[src/rtl/tpu_pkg.sv]
`default_nettype none
// ============================================================================
// Module  : tpu_pkg
// Brief   : Shared TPU widths, slot/timer types and register-map addresses.
// Revision: 1.0
// ============================================================================
package tpu_pkg;

  localparam int SLOT_W  = 8;
  localparam int TIMER_W = 16;

  typedef logic [SLOT_W-1:0]  slot_t;
  typedef logic [TIMER_W-1:0] tint_t;

  // Register-file map, shared with the TPU register file
  localparam logic [7:0] ADDR_TXSLOT    = 8'h20;
  localparam logic [7:0] ADDR_RXSLOT    = 8'h21;
  localparam logic [7:0] ADDR_TINT_LO   = 8'h22;
  localparam logic [7:0] ADDR_TINT_HI   = 8'h23;
  localparam logic [7:0] ADDR_TPUCTRL   = 8'h24;

endpackage
`default_nettype wire

[src/rtl/tpu_prescaler.sv]
`default_nettype none
// ============================================================================
// Module  : tpu_prescaler
// Brief   : Divides SYS_CLK into slot periods; tick marks the last cycle.
// Revision: 1.0
// ============================================================================
module tpu_prescaler #(
  parameter int CLKS_PER_SLOT = 100
) (
  input  logic SYS_CLK,
  input  logic RST,
  input  logic clr,
  output logic tick
);

  localparam int c_cnt_w = (CLKS_PER_SLOT > 1) ? $clog2(CLKS_PER_SLOT) : 1;
  localparam logic [c_cnt_w-1:0] c_last = c_cnt_w'(CLKS_PER_SLOT - 1);

  logic [c_cnt_w-1:0] r_cnt;

  always_ff @(posedge SYS_CLK) begin
    if (RST || clr) begin
      r_cnt <= '0;
    end else if (r_cnt == c_last) begin
      r_cnt <= '0;
    end else begin
      r_cnt <= r_cnt + c_cnt_w'(1);
    end
  end

  assign tick = (r_cnt == c_last);

endmodule
`default_nettype wire

[src/rtl/tpu_slot_timer.sv]
`default_nettype none
// ============================================================================
// Module  : tpu_slot_timer
// Brief   : TPU time base: slot counter, TX/RX slot events, timer interrupt.
// Revision: 1.0
// ============================================================================
module tpu_slot_timer
  import tpu_pkg::*;
#(
  parameter int CLKS_PER_SLOT = 100,
  parameter int NUM_SLOTS     = 256
) (
  input  logic  SYS_CLK,
  input  logic  RST,
  input  logic  RSTTPU,
  input  logic  TXSLOT_EN,
  input  logic  RXSLOT_EN,
  input  slot_t TX_SLOT,
  input  slot_t RX_SLOT,
  input  tint_t TIMER_INT_VALUE,
  input  logic  TIMERINTMSK,
  input  logic  INT_CLR,
  output slot_t TIME,
  output logic  SLOT_TICK,
  output logic  TX_START,
  output logic  RX_START,
  output logic  TX_ACTIVE,
  output logic  RX_ACTIVE,
  output logic  TPUINT_RF
);

  localparam slot_t c_last_slot = slot_t'(NUM_SLOTS - 1);

  logic               w_tick;
  slot_t              w_next_time;
  logic [TIMER_W:0]   w_cnt_inc;
  logic               w_int_run;
  logic               w_int_match;

  slot_t              r_time;
  tint_t              r_int_cnt;
  logic               r_slot_tick;
  logic               r_tx_start;
  logic               r_rx_start;
  logic               r_int_flag;

  tpu_prescaler #(
    .CLKS_PER_SLOT (CLKS_PER_SLOT)
  ) u_prescaler (
    .SYS_CLK (SYS_CLK),
    .RST     (RST),
    .clr     (RSTTPU),
    .tick    (w_tick)
  );

  assign w_next_time = (r_time == c_last_slot) ? '0 : r_time + slot_t'(1);

  // Extra bit keeps the >= compare exact even at the top of the 16-bit range
  assign w_cnt_inc   = {1'b0, r_int_cnt} + (TIMER_W + 1)'(1);
  assign w_int_run   = w_tick && (TIMER_INT_VALUE != '0);
  assign w_int_match = w_int_run && (w_cnt_inc >= {1'b0, TIMER_INT_VALUE});

  always_ff @(posedge SYS_CLK) begin
    if (RST || RSTTPU) begin
      r_time      <= '0;
      r_int_cnt   <= '0;
      r_slot_tick <= 1'b0;
      r_tx_start  <= 1'b0;
      r_rx_start  <= 1'b0;
      r_int_flag  <= 1'b0;
    end else begin
      r_slot_tick <= w_tick;
      r_tx_start  <= w_tick && TXSLOT_EN && (w_next_time == TX_SLOT);
      r_rx_start  <= w_tick && RXSLOT_EN && (w_next_time == RX_SLOT);

      if (w_tick) begin
        r_time <= w_next_time;
      end

      if (w_int_run) begin
        r_int_cnt <= w_int_match ? '0 : w_cnt_inc[TIMER_W-1:0];
      end

      // A set in the same cycle as a clear wins so no event is lost
      if (w_int_match && TIMERINTMSK) begin
        r_int_flag <= 1'b1;
      end else if (INT_CLR) begin
        r_int_flag <= 1'b0;
      end
    end
  end

  assign TIME      = r_time;
  assign SLOT_TICK = r_slot_tick;
  assign TX_START  = r_tx_start;
  assign RX_START  = r_rx_start;
  assign TPUINT_RF = r_int_flag;
  assign TX_ACTIVE = TXSLOT_EN && (r_time == TX_SLOT);
  assign RX_ACTIVE = RXSLOT_EN && (r_time == RX_SLOT);

endmodule
`default_nettype wire

[config.mk]
export PLATFORM = sky130hd
export DESIGN_NAME = tpu_slot_timer
export DESIGN_NICKNAME = d
export VERILOG_FILES = /design/src/rtl/tpu_pkg.sv /design/src/rtl/tpu_prescaler.sv /design/src/rtl/tpu_slot_timer.sv
export SDC_FILE = /design/constraint.sdc
export NUM_CORES = 1
export LEC_CHECK = 0
export BUFFER_PORTS_ARGS = -buffer_cell sky130_fd_sc_hd__buf_2
export CORE_MARGIN = 2
export CORE_UTILIZATION = 45
export CTS_CLUSTER_DIAMETER = 30
export DETAILED_ROUTE_END_ITERATION = 12
export PLACE_DENSITY = 0.66
export RECOVER_POWER = 25
export REMOVE_ABC_BUFFERS = 1
export SETUP_SLACK_MARGIN = 0.1
export SYNTH_ARGS = -nofsm -noshare
export SYNTH_HDL_FRONTEND = slang
export SYNTH_SLANG_ARGS = --single-unit
[constraint.sdc]
create_clock -name SYS_CLK -period 3.9 [get_ports SYS_CLK]
set_input_delay 0.585 -clock SYS_CLK [delete_from_list [all_inputs] [get_ports SYS_CLK]]
set_output_delay 0.585 -clock SYS_CLK [all_outputs]
set_load 0.02 [all_outputs]
; ---- Yosys cells after proc, flatten, opt, wreduce, memory -nomap -nowiden
; Cells that the tools add are included.
[op_classes]
reduce_logical = 13
addsub = 3
n_eq_ne = 6
n_lt_le_gt_ge = 1
mux = 4
[op_table]
columns = cell, count
row1 = 8-bit == test, 4
row2 = "16-bit by 1-bit adder with 17-bit output, second input constant", 1
row3 = 17-bit by 16-bit >= comparator with 1-bit output, 1
row4 = 16-bit 2-to-1 mux, 1
row5 = 16-bit nonzero test, 1
row6 = 1-bit logical AND, 9
row7 = "8-bit by 1-bit adder with 8-bit output, second input constant", 1
row8 = "8-bit == test, second input constant", 1
row9 = 8-bit 2-to-1 mux, 1
row10 = "7-bit by 1-bit adder with 7-bit output, second input constant", 1
row11 = "7-bit == test, second input constant", 1
row12 = 1-bit 2-to-1 mux, 2
row13 = 2-bit nonzero test, 1
row14 = 2-bit OR reduction, 1
row15 = 1-bit logical OR, 1
[word_totals]
in_bits = 39
elab_cells = 34
reg_bits = 35
output_inout_bits = 14

; ---- Depth between registers and ports, before layout
; Gate-level depths: netlist (run 1).
[depth]
word_depth = 5
mapped_depth = 14
mapped_depth_nobuf = 12

; ---- By module
; Synthesis (run 1) repeated with hierarchy kept, for this count alone.
[hier_totals]
cells_unflattened = 342
hier_area_um2 = 2645.0
[modules_own_cells]
columns = module, n_inst, seq_area_each_um2, cells_per_inst, area_per_inst_um2
row1 = tpu_slot_timer, 1, 560.5, 308, 2337.2
row2 = tpu_prescaler, 1, 140.1, 34, 307.8

; ---- Least setup slack after synthesis (run 1)
; No wires, ideal clock.
[synth_timing]
path_type = register -> register
from = reg r_int_cnt[2]
to = reg r_int_cnt[12]
setup_ps = 60
synth_period_minus_slack_ps = 3047
arrival_ps = 2987
n_path_buf = 1
stages_incl_launch_ff = 14
required_time_ps = 3840
path_slack_ps = 853
path_cell_list = dfxtp_1 buf_2 nand3_1 nor3_1 and3_1 and3_1 xor2_1 ha_1 nand3_1 nor2_1 a2bb2oi_1 nand4_2 nor2_1 a221o_1
[synth_via]
elab_chain_cells = 4
[synth_lines]
columns = element, line_no
row1 = "start, declared", tpu_slot_timer.sv:41  ; tint_t r_int_cnt;
row2 = "start signal, assigned", tpu_slot_timer.sv:81  ; r_int_cnt <= w_int_match ? '0 : w_cnt_inc[TIMER_W-1:0];
row3 = 16-bit by 1-bit adder with 17-bit output (*), tpu_slot_timer.sv:59  ; assign w_cnt_inc = {1'b0, r_int_cnt} + (TIMER_W + 1)'(1);
row4 = 17-bit by 16-bit >= comparator with 1-bit output, tpu_slot_timer.sv:61  ; assign w_int_match = w_int_run && (w_cnt_inc >= {1'b0, TIMER_INT_VALUE});
row5 = 1-bit logical AND, tpu_slot_timer.sv:61
row6 = 16-bit 2-to-1 mux (*), tpu_slot_timer.sv:81
; Mark *: on every way between the ends. The rest lies on a longest branch, timed or not.
; A chain may end at the register's enable or synchronous reset.

; ---- Final worst setup path (run 1)
[layout_timing]
from = reg r_int_cnt[3]
to = reg r_int_cnt[14]
; The elaborated chain is that of the path after synthesis.

==> run summary, run 1 <==
Final Non-Filler Cells -> 452
status -> completed
Core Area -> 0.00554 sq mm
DP Wirelength -> 4760 um
number of buffers added for setup after CTS -> 0
Final period util -> 0.843
Clock Tree Buf Depth -> 2
crit path kind -> flop to flop
Main synth FF type -> dfxtp_1
largest net degree at the start of global routing -> 18
Netlist cell types -> 49
top cell type's share of synthesized area -> 0.268
Peak VDD IR -> 0.000132 V
GR Overflow Total -> 0
Post-synth ARST share -> 0
critical path peak fanout -> 10
H-tree Lvls -> 2
final setup violation count -> 0
post-cts sizing count -> 0
area grow syn2layout -> 15.1%
I/O pin cnt -> 53
Yosys reg bits -> 35
die area -> 0.00642 sq mm
max frequency -> 0.304 GHz
Worst EP arrival -> 3.46 ns
Lkg Pwr -> 0.00135 uW
ANT nets after route -> 0
Max Clock Skew -> 0.00315 ns
number of flops mapped to enable cells by yosys -> 0
Starting Density -> 0.471
Root Driver -> clkbuf_8
yosys warns -> 0
Post-Syn Instances -> 333
Power Density -> 254 mW/mm^2
vias -> 2477
RSZ-0062 raised after global routing -> no
part of the Yosys area used for sequential elements -> 0.268
initial antenna violation count -> 0
setup TNS -> 0 ns
clk_lat worst skew -> 0.29 ns
Max-cap violations -> 0
vias in the first global route -> 2235
RePlAce Congestion -> 0.837
layout cells sized above 1 -> 0.168
IO Port Bufs -> 52
gr usage total -> 0.201
crit end category -> flop
critical path required time -> 4.08 ns
clock slew at reported path FFs -> 0.08 ns
# clock sinks -> 35
n_diodes -> 0
CTS Buf Count -> 5
die height -> 80.2 um
drt wl/cell -> 13.7 um
top area cells in the synthesized netlist -> dfxtp_1 27%, ha_1 9.1%, xnor2_1 9.1%
first-pass GRT wire length -> 10200 um
post-route minimum period -> 3.29 ns
Rows -> 27
Avg Inst Size Synth -> 7.84 sq um
CTS tree -> yes
commonest non-fill, non-tap cell in the layout -> buf_2
Worst Max-Slew Pin Slew -> 0.502 ns
DRC violations left -> 0
Nets -> 437
most frequent cells in the layout -> 48 x buf_2, 35 x dfxtp_1, 32 x nand2_1, 32 x nor2_1, 27 x xnor2_1
Hold Crit Class -> flop to flop
drt total wl -> 6170 um
drt via density -> 5.48
placed cell count -> 444
count of final hold-check violations -> 0
r2r setup slk -> 0.61 ns
Final Instance Area -> 0.00301 sq mm
biggest area consumer among synthesized cells -> dfxtp_1
FILL cells -> 547
cts hold-fix bufs -> 0
Placed Area -> 0.00291 sq mm
Slew Limit Fails -> 0
Initial DRC Count -> 102
startpoint types -> flop
Synth Cell Area -> 0.00261 sq mm
drt first pass iters -> 4
Max-slew headroom -> 0.662
Die W -> 80.2 um
==> flip-flops by register name, indices dropped and copies added (netlist names) <==
name               count
RX_START               1
SLOT_TICK              1
TIME                   8
TPUINT_RF              1
TX_START               1
r_int_cnt             16
u_prescaler.r_cnt      7
==> worst max-delay path: stages, from the launching register on <==
cell and delay [ns]:
dfxtp_1 0.50, nand4_4 0.17, nor3_1 0.40, and3_1 0.27, and3_1 0.21, xor2_1 0.08, ha_1 0.29, nand3_1 0.09
nor2_1 0.15, o311ai_0 0.20, nand4_2 0.25, nor2_1 0.08, buf_4 0.19, a221o_1 0.29
==> logic make-up after synthesis <==
logic type      count (synthesis)  synth area share
buf+inv                        36            0.0575
flops                          35             0.268
compound gates                 59             0.148
fa+ha+maj                      19            0.0911
xor+xnor                       52             0.174
simple gates                  132             0.261
==> report_power, final <==
part           internal [uW]  switching (uW)  total [uW]
Clock                    191             146         337
Sequential               358           0.926         359
Combinational           32.2            36.9        69.1
Total                    581             184         765
==> cell usage after synthesis (all sizes together) (5+ instances only) <==
master  number
ha          19
a22o         8
nor2b        5
nor4         7
xnor2       27
dfxtp       35
nand4       11
buf          7
inv         20
nor2        33
o21ai       14
nand2       32
xor2        25
nor3         7
a21oi       18
clkbuf       9
and3         9
nand3       16
==> final timing paths <==
| kind | endpoint | cells after the start | start |
|---|---|---|---|
| min reg2reg | TPUINT_RF | 2 | TPUINT_RF |
| max reg2reg | r_int_cnt[14] | 13 | r_int_cnt[3] |
| max | r_int_cnt[14] | 13 | r_int_cnt[3] |
| min | TPUINT_RF | 2 | TPUINT_RF |
==> area by class of cell <==
cell class / count / area (sq um) / area share
sequential: 35 / 701 / 0.233
tap: 72 / 90.1 / 0.0300
clock inverter: 3 / 43.8 / 0.0146
multi-input combinational: 262 / 1750 / 0.583
timing repair buffer: 55 / 274 / 0.0912
inverter: 20 / 75.1 / 0.0250
clock buffer: 5 / 68.8 / 0.0229
==> through the flow <==
stage                util  total power (uW)  setup WS [ns]  hold slack [ns]
floorplan               -               402          0.865            0.430
CTS                 0.545               771          0.585            0.476
finish              0.542               765          0.614            0.476
global placement    0.525               435          0.733            0.448
detailed placement  0.525               437          0.591            0.464
global route        0.542               795          0.282            0.503
==> layer usage <==
| layer | share of wire | GRT usage | up-vias |
|---|---|---|---|
| li1 | - | - | 1255 |
| met1 | 0.49 | 0.264 | 1144 |
| met2 | 0.44 | 0.330 | 65 |
| met3 | 0.055 | 0.0337 | 13 |
| met4 | 0.020 | 0.0695 | 0 |
| met5 | 0 | 0 | - |
(Power assumes the default switching activity.)
==> run 2, diff against run 1 <==
Clock period 3.9 ns to 3.1 ns, I/O delays scaled along.
==> run 2 against run 1 <==
  * First-iteration DRC count up 13%
  * Worst setup slack lost 0.37 ns
  * Critical endpoint is now r_int_cnt[12]
  * Final cell count grew 2.7%
  * Global-route usage increased by 1.4 points
  * Core utilization grew 2.4 points
  * Power increased by 19%
  * Routed wire length grew 4.5%
==> run summary, run 2 (synthesis results as in run 1) <==
r2r setup slk -> 0.25 ns
Rows -> 27
Crit path largest cell delay -> 0.46 ns
drt first pass iters -> 4
overall power -> 913 uW
critical path peak fanout -> 6
H-tree Lvls -> 2
Root Driver -> clkbuf_8
Worst Max-Slew Pin Slew -> 0.523 ns
DP Wirelength -> 4940 um
CP max stage cell -> o41ai_1
Max-cap violations -> 0
count of final hold-check violations -> 0
vias in the first global route -> 2429
Lkg Pwr -> 0.00141 uW
placed cell count -> 454
ANT nets after route -> 0
most frequent cells in the layout -> 49 x buf_2, 32 x nand2_1, 30 x nor2_1
layout cells sized above 1 -> 0.224
Top reg by flops -> r_int_cnt
IO Port Bufs -> 52
Power Density -> 291 mW/mm^2
die area -> 0.00642 sq mm
drt via density -> 5.43
fin util -> 0.566
Nets -> 449
critical path required time -> 3.27 ns
I/O pin cnt -> 53
clk_lat worst skew -> 0.28 ns
Peak VDD IR -> 0.000194 V
DRC violations left -> 0
die height -> 80.2 um
Hold Crit Class -> input port to flop
post-route minimum period -> 2.85 ns
Die W -> 80.2 um
commonest non-fill, non-tap cell in the layout -> buf_2
RePlAce Congestion -> 0.880
GR Overflow Total -> 0
Max Clock Skew -> 0.00955 ns
drt total wl -> 6450 um
Slew Limit Fails -> 0
CTS tree -> yes
CP top delay family -> compound AO/OA/AOI/OAI gates
drt wl/cell -> 13.9 um
area grow syn2layout -> 20.2%
clock slew at reported path FFs -> 0.08 ns
gr usage total -> 0.214
max FFs per register -> 16
# clock sinks -> 35
crit end category -> flop
max frequency -> 0.351 GHz
crit path kind -> flop to flop
crit path buf inv count -> 2
Starting Density -> 0.471
first-pass GRT wire length -> 11000 um
Clock Tree Buf Depth -> 2
startpoint types -> flop
most frequent cell on the critical path -> nand4_4
n_diodes -> 0
final setup violation count -> 0
Core Area -> 0.00554 sq mm
Final period util -> 0.920
vias -> 2518
Final Non-Filler Cells -> 464
Worst EP arrival -> 3.02 ns
CTS Buf Count -> 5
initial antenna violation count -> 0
status -> completed
RSZ-0062 raised after global routing -> yes
Initial DRC Count -> 115
largest net degree at the start of global routing -> 18
Max-slew headroom -> 0.648
critical path, cell by cell -> nand4_4, buf_4, o41ai_1, nand2b_1, ha_1, nand4_1, nor2_2, o311ai_2, nand4_4, buf_2, nor2_1, a221o_1
-- run 2: final cells by class --
| type | instances | area [sq um] |
|---|---|---|
| Clock buffer | 7 | 96.3 |
| Clock inverter | 1 | 7.51 |
| Fill cell | 546 | 2400 |
| Inverter | 20 | 75.1 |
| Multi-Input combinational cell | 262 | 1800 |
| Sequential cell | 35 | 708 |
| Tap cell | 72 | 90.1 |
| Timing Repair Buffer | 67 | 365 |
-- run 2: worst reg2reg max path: stages, from the launching register on --
cell and delay (ns):
dfxtp_2 0.41, nand4_4 0.14, buf_4 0.17, o41ai_1 0.46
nand2b_1 0.16, ha_1 0.33, nand4_1 0.11, nor2_2 0.16
o311ai_2 0.16, nand4_4 0.16, buf_2 0.17, nor2_1 0.06
a221o_1 0.26
-- run 2: per-layer routing --
layer | share of wire | wire length [um] | global-route usage
met5 | 0 | 0 | 0
met4 | 0.0037 | 24 | 0.0475
met3 | 0.049 | 318 | 0.0404
met2 | 0.49 | 3140 | 0.377
met1 | 0.46 | 2970 | 0.270
-- run 2: where the power goes --
part	internal, uW	total, uW	switching, uW
clock	202	370	168
combinational	43.0	92.0	49.1
sequential	450	452	1.14
-- run 2: per-stage QoR --
step	setup slack (ns)	TNS [ns]	instance area, sq um	hold WS, ns
2_1_floorplan	0.0654	0	2530	0.430
3_3_place_gp	-0.0104	-0.0342	2980	0.443
3_5_place_dp	-0.0788	-0.701	2980	0.453
4_1_cts	0.112	0	3090	0.423
5_1_grt	0.0921	0	3140	0.460
6_report	0.248	0	3140	0.433
-- run 2: worst paths after layout --
path | startpoint | endpoint | depth (start not counted)
min | INT_CLR | TPUINT_RF | 3
max | r_int_cnt[4] | r_int_cnt[12] | 12
max reg2reg | r_int_cnt[4] | r_int_cnt[12] | 12
min reg2reg | u_prescaler.r_cnt[0] | u_prescaler.r_cnt[0] | 1
-- run 2: timing repair --
| action | in CTS | in global routing |
|---|---|---|
| hold buffers | 0 | 0 |
| cloned | 0 | 1 |
| setup buffers | 0 | 1 |
| endpoints found under the setup margin | 10 | 17 |
| pin swaps | 0 | 3 |
| gates resized for setup | 1 | 19 |
==> run 3, diff against run 2 <==
Settings changed: CORE_MARGIN 2 to 4.
==> run 3 against run 2 <==
  * Routed wire length increased by 1.1%
  * Sequential share of layout area fell by 0.26 points
  * Die area up 10%
  * Clock skew is 0.0011 ns lower
  * Power grew 5.8%
  * Final cell count up 0.22%
  * Count of clock-buffer cells in the layout fell by 1
  * Critical path depth down 1
  * Non-clock buffer count increased by 1
  * Largest cell class unchanged
  * Largest power group unchanged
==> run summary, run 3 (synthesis results as in run 1) <==
status -> completed
pre-CTS setup slack -> -0.0466 ns
drt first pass iters -> 4
crit end category -> flop
count of final hold-check violations -> 0
gr usage total -> 0.188
largest net degree at the start of global routing -> 18
layout cells sized above 1 -> 0.211
post-route minimum period -> 2.87 ns
fin util -> 0.565
DP Wirelength -> 5000 um
Worst EP arrival -> 3.05 ns
critical path required time -> 3.28 ns
RePlAce Congestion -> 0.901
Clock Tree Buf Depth -> 2
Hold Slack -> 0.431 ns
crit path kind -> flop to flop
I/O pin cnt -> 53
Max-cap violations -> 0
clk_lat worst skew -> 0.29 ns
Rows -> 27
Worst Max-Slew Pin Slew -> 0.521 ns
setup ws final -> 0.227 ns
Final period util -> 0.927
n_diodes -> 0
Slew Limit Fails -> 0
IO Port Bufs -> 52
startpoint types -> flop
DRC violations left -> 0
placed cell count -> 456
GR Overflow Total -> 0
drt via density -> 5.39
Core Area -> 0.00557 sq mm
final setup violation count -> 0
area grow syn2layout -> 20.6%
clock slew at reported path FFs -> 0.07 ns
Starting Density -> 0.468
vias in the first global route -> 2386
Max Clock Skew -> 0.00843 ns
CTS tree -> yes
Nets -> 450
initial antenna violation count -> 0
first-pass GRT wire length -> 11000 um
commonest non-fill, non-tap cell in the layout -> buf_2
die height -> 84.2 um
RSZ-0062 raised after global routing -> no
max FFs per register -> 16
Initial DRC Count -> 136
Power Density -> 307 mW/mm^2
Die W -> 84.2 um
Root Driver -> clkbuf_8
Top reg by flops -> r_int_cnt
critical path peak fanout -> 9
CTS Buf Count -> 5
most frequent cells in the layout -> 44 x buf_2, 34 x dfxtp_1, 32 x nand2_1
max frequency -> 0.348 GHz
H-tree Lvls -> 2
Peak VDD IR -> 0.000181 V
# clock sinks -> 35
Final Non-Filler Cells -> 465
cts hold-fix bufs -> 0
drt total wl -> 6520 um
vias -> 2508
die area -> 0.00708 sq mm
Lkg Pwr -> 0.00142 uW
Max-slew headroom -> 0.650
Hold Crit Class -> input port to flop
ANT nets after route -> 0
drt wl/cell -> 14.0 um
[run 3: changes by cell type in the layout (fill, tap and decap cells not counted), sizes merged]
cell / previous run / this run
buf: 62 / 60
clkbuf: 12 / 14
bufinv: 0 / 1
clkinv: 0 / 1
clkinvlp: 1 / 0
[run 3: per-layer routing]
metal,global-route usage,up-vias,wire length (um)
met3,0.0471,12,382
met1,0.241,1149,3000
met5,0,-,0
li1,-,1277,-
met4,0.0673,0,112
met2,0.307,70,3030
[run 3: area by class of cell]
cell class,instances,area (sq um)
clock buffer,6,82.6
multi-input combinational,262,1790
timing repair buffer,68,370
fill,540,2430
sequential,35,702
inverter,20,75.1
clock inverter,2,35.0
tap,72,90.1
[run 3: final timing paths]
path | slack [ns] | startpoint | cells past startpoint | to
max reg2reg | 0.23 | r_int_cnt[10] | 11 | r_int_cnt[12]
max | 0.23 | r_int_cnt[10] | 11 | r_int_cnt[12]
min reg2reg | 0.47 | u_prescaler.r_cnt[0] | 1 | u_prescaler.r_cnt[0]
min | 0.43 | INT_CLR | 3 | TPUINT_RF
[run 3: worst max-delay path, cell delays in order (launching register included)]
cell,delay [ns]
dfxtp_1,0.40
nand4_1,0.21
or4_4,0.58
xnor2_1,0.15
ha_1,0.30
nand3_1,0.11
nor2_2,0.17
o311ai_1,0.17
nand4_2,0.17
buf_4,0.19
nor2_1,0.06
a221o_1,0.26
[run 3: through the flow]
stage	cell area, sq um	power [uW]	setup TNS, ns
floorplan	2530	506	0
finish	3150	966	0
detailed placement	3000	552	-0.323
global placement	3000	550	-0.355
global route	3150	1010	0
CTS	3120	979	0
[run 3: repair_timing]
item | 4_1_cts | 5_1_grt
hold endpoints to repair | 0 | 0
setup endpoints to repair | 10 | 14
buffers inserted | 0 | 1
resized for setup | 3 | 9
pin swaps | 0 | 5
[run 3: power breakdown]
| part | internal [uW] | leakage (uW) | switching [uW] |
|---|---|---|---|
| combinational | 41.3 | 0.00108 | 48.6 |
| sequential | 451 | 0.000283 | 1.16 |
| clock | 260 | 0.0000612 | 164 |
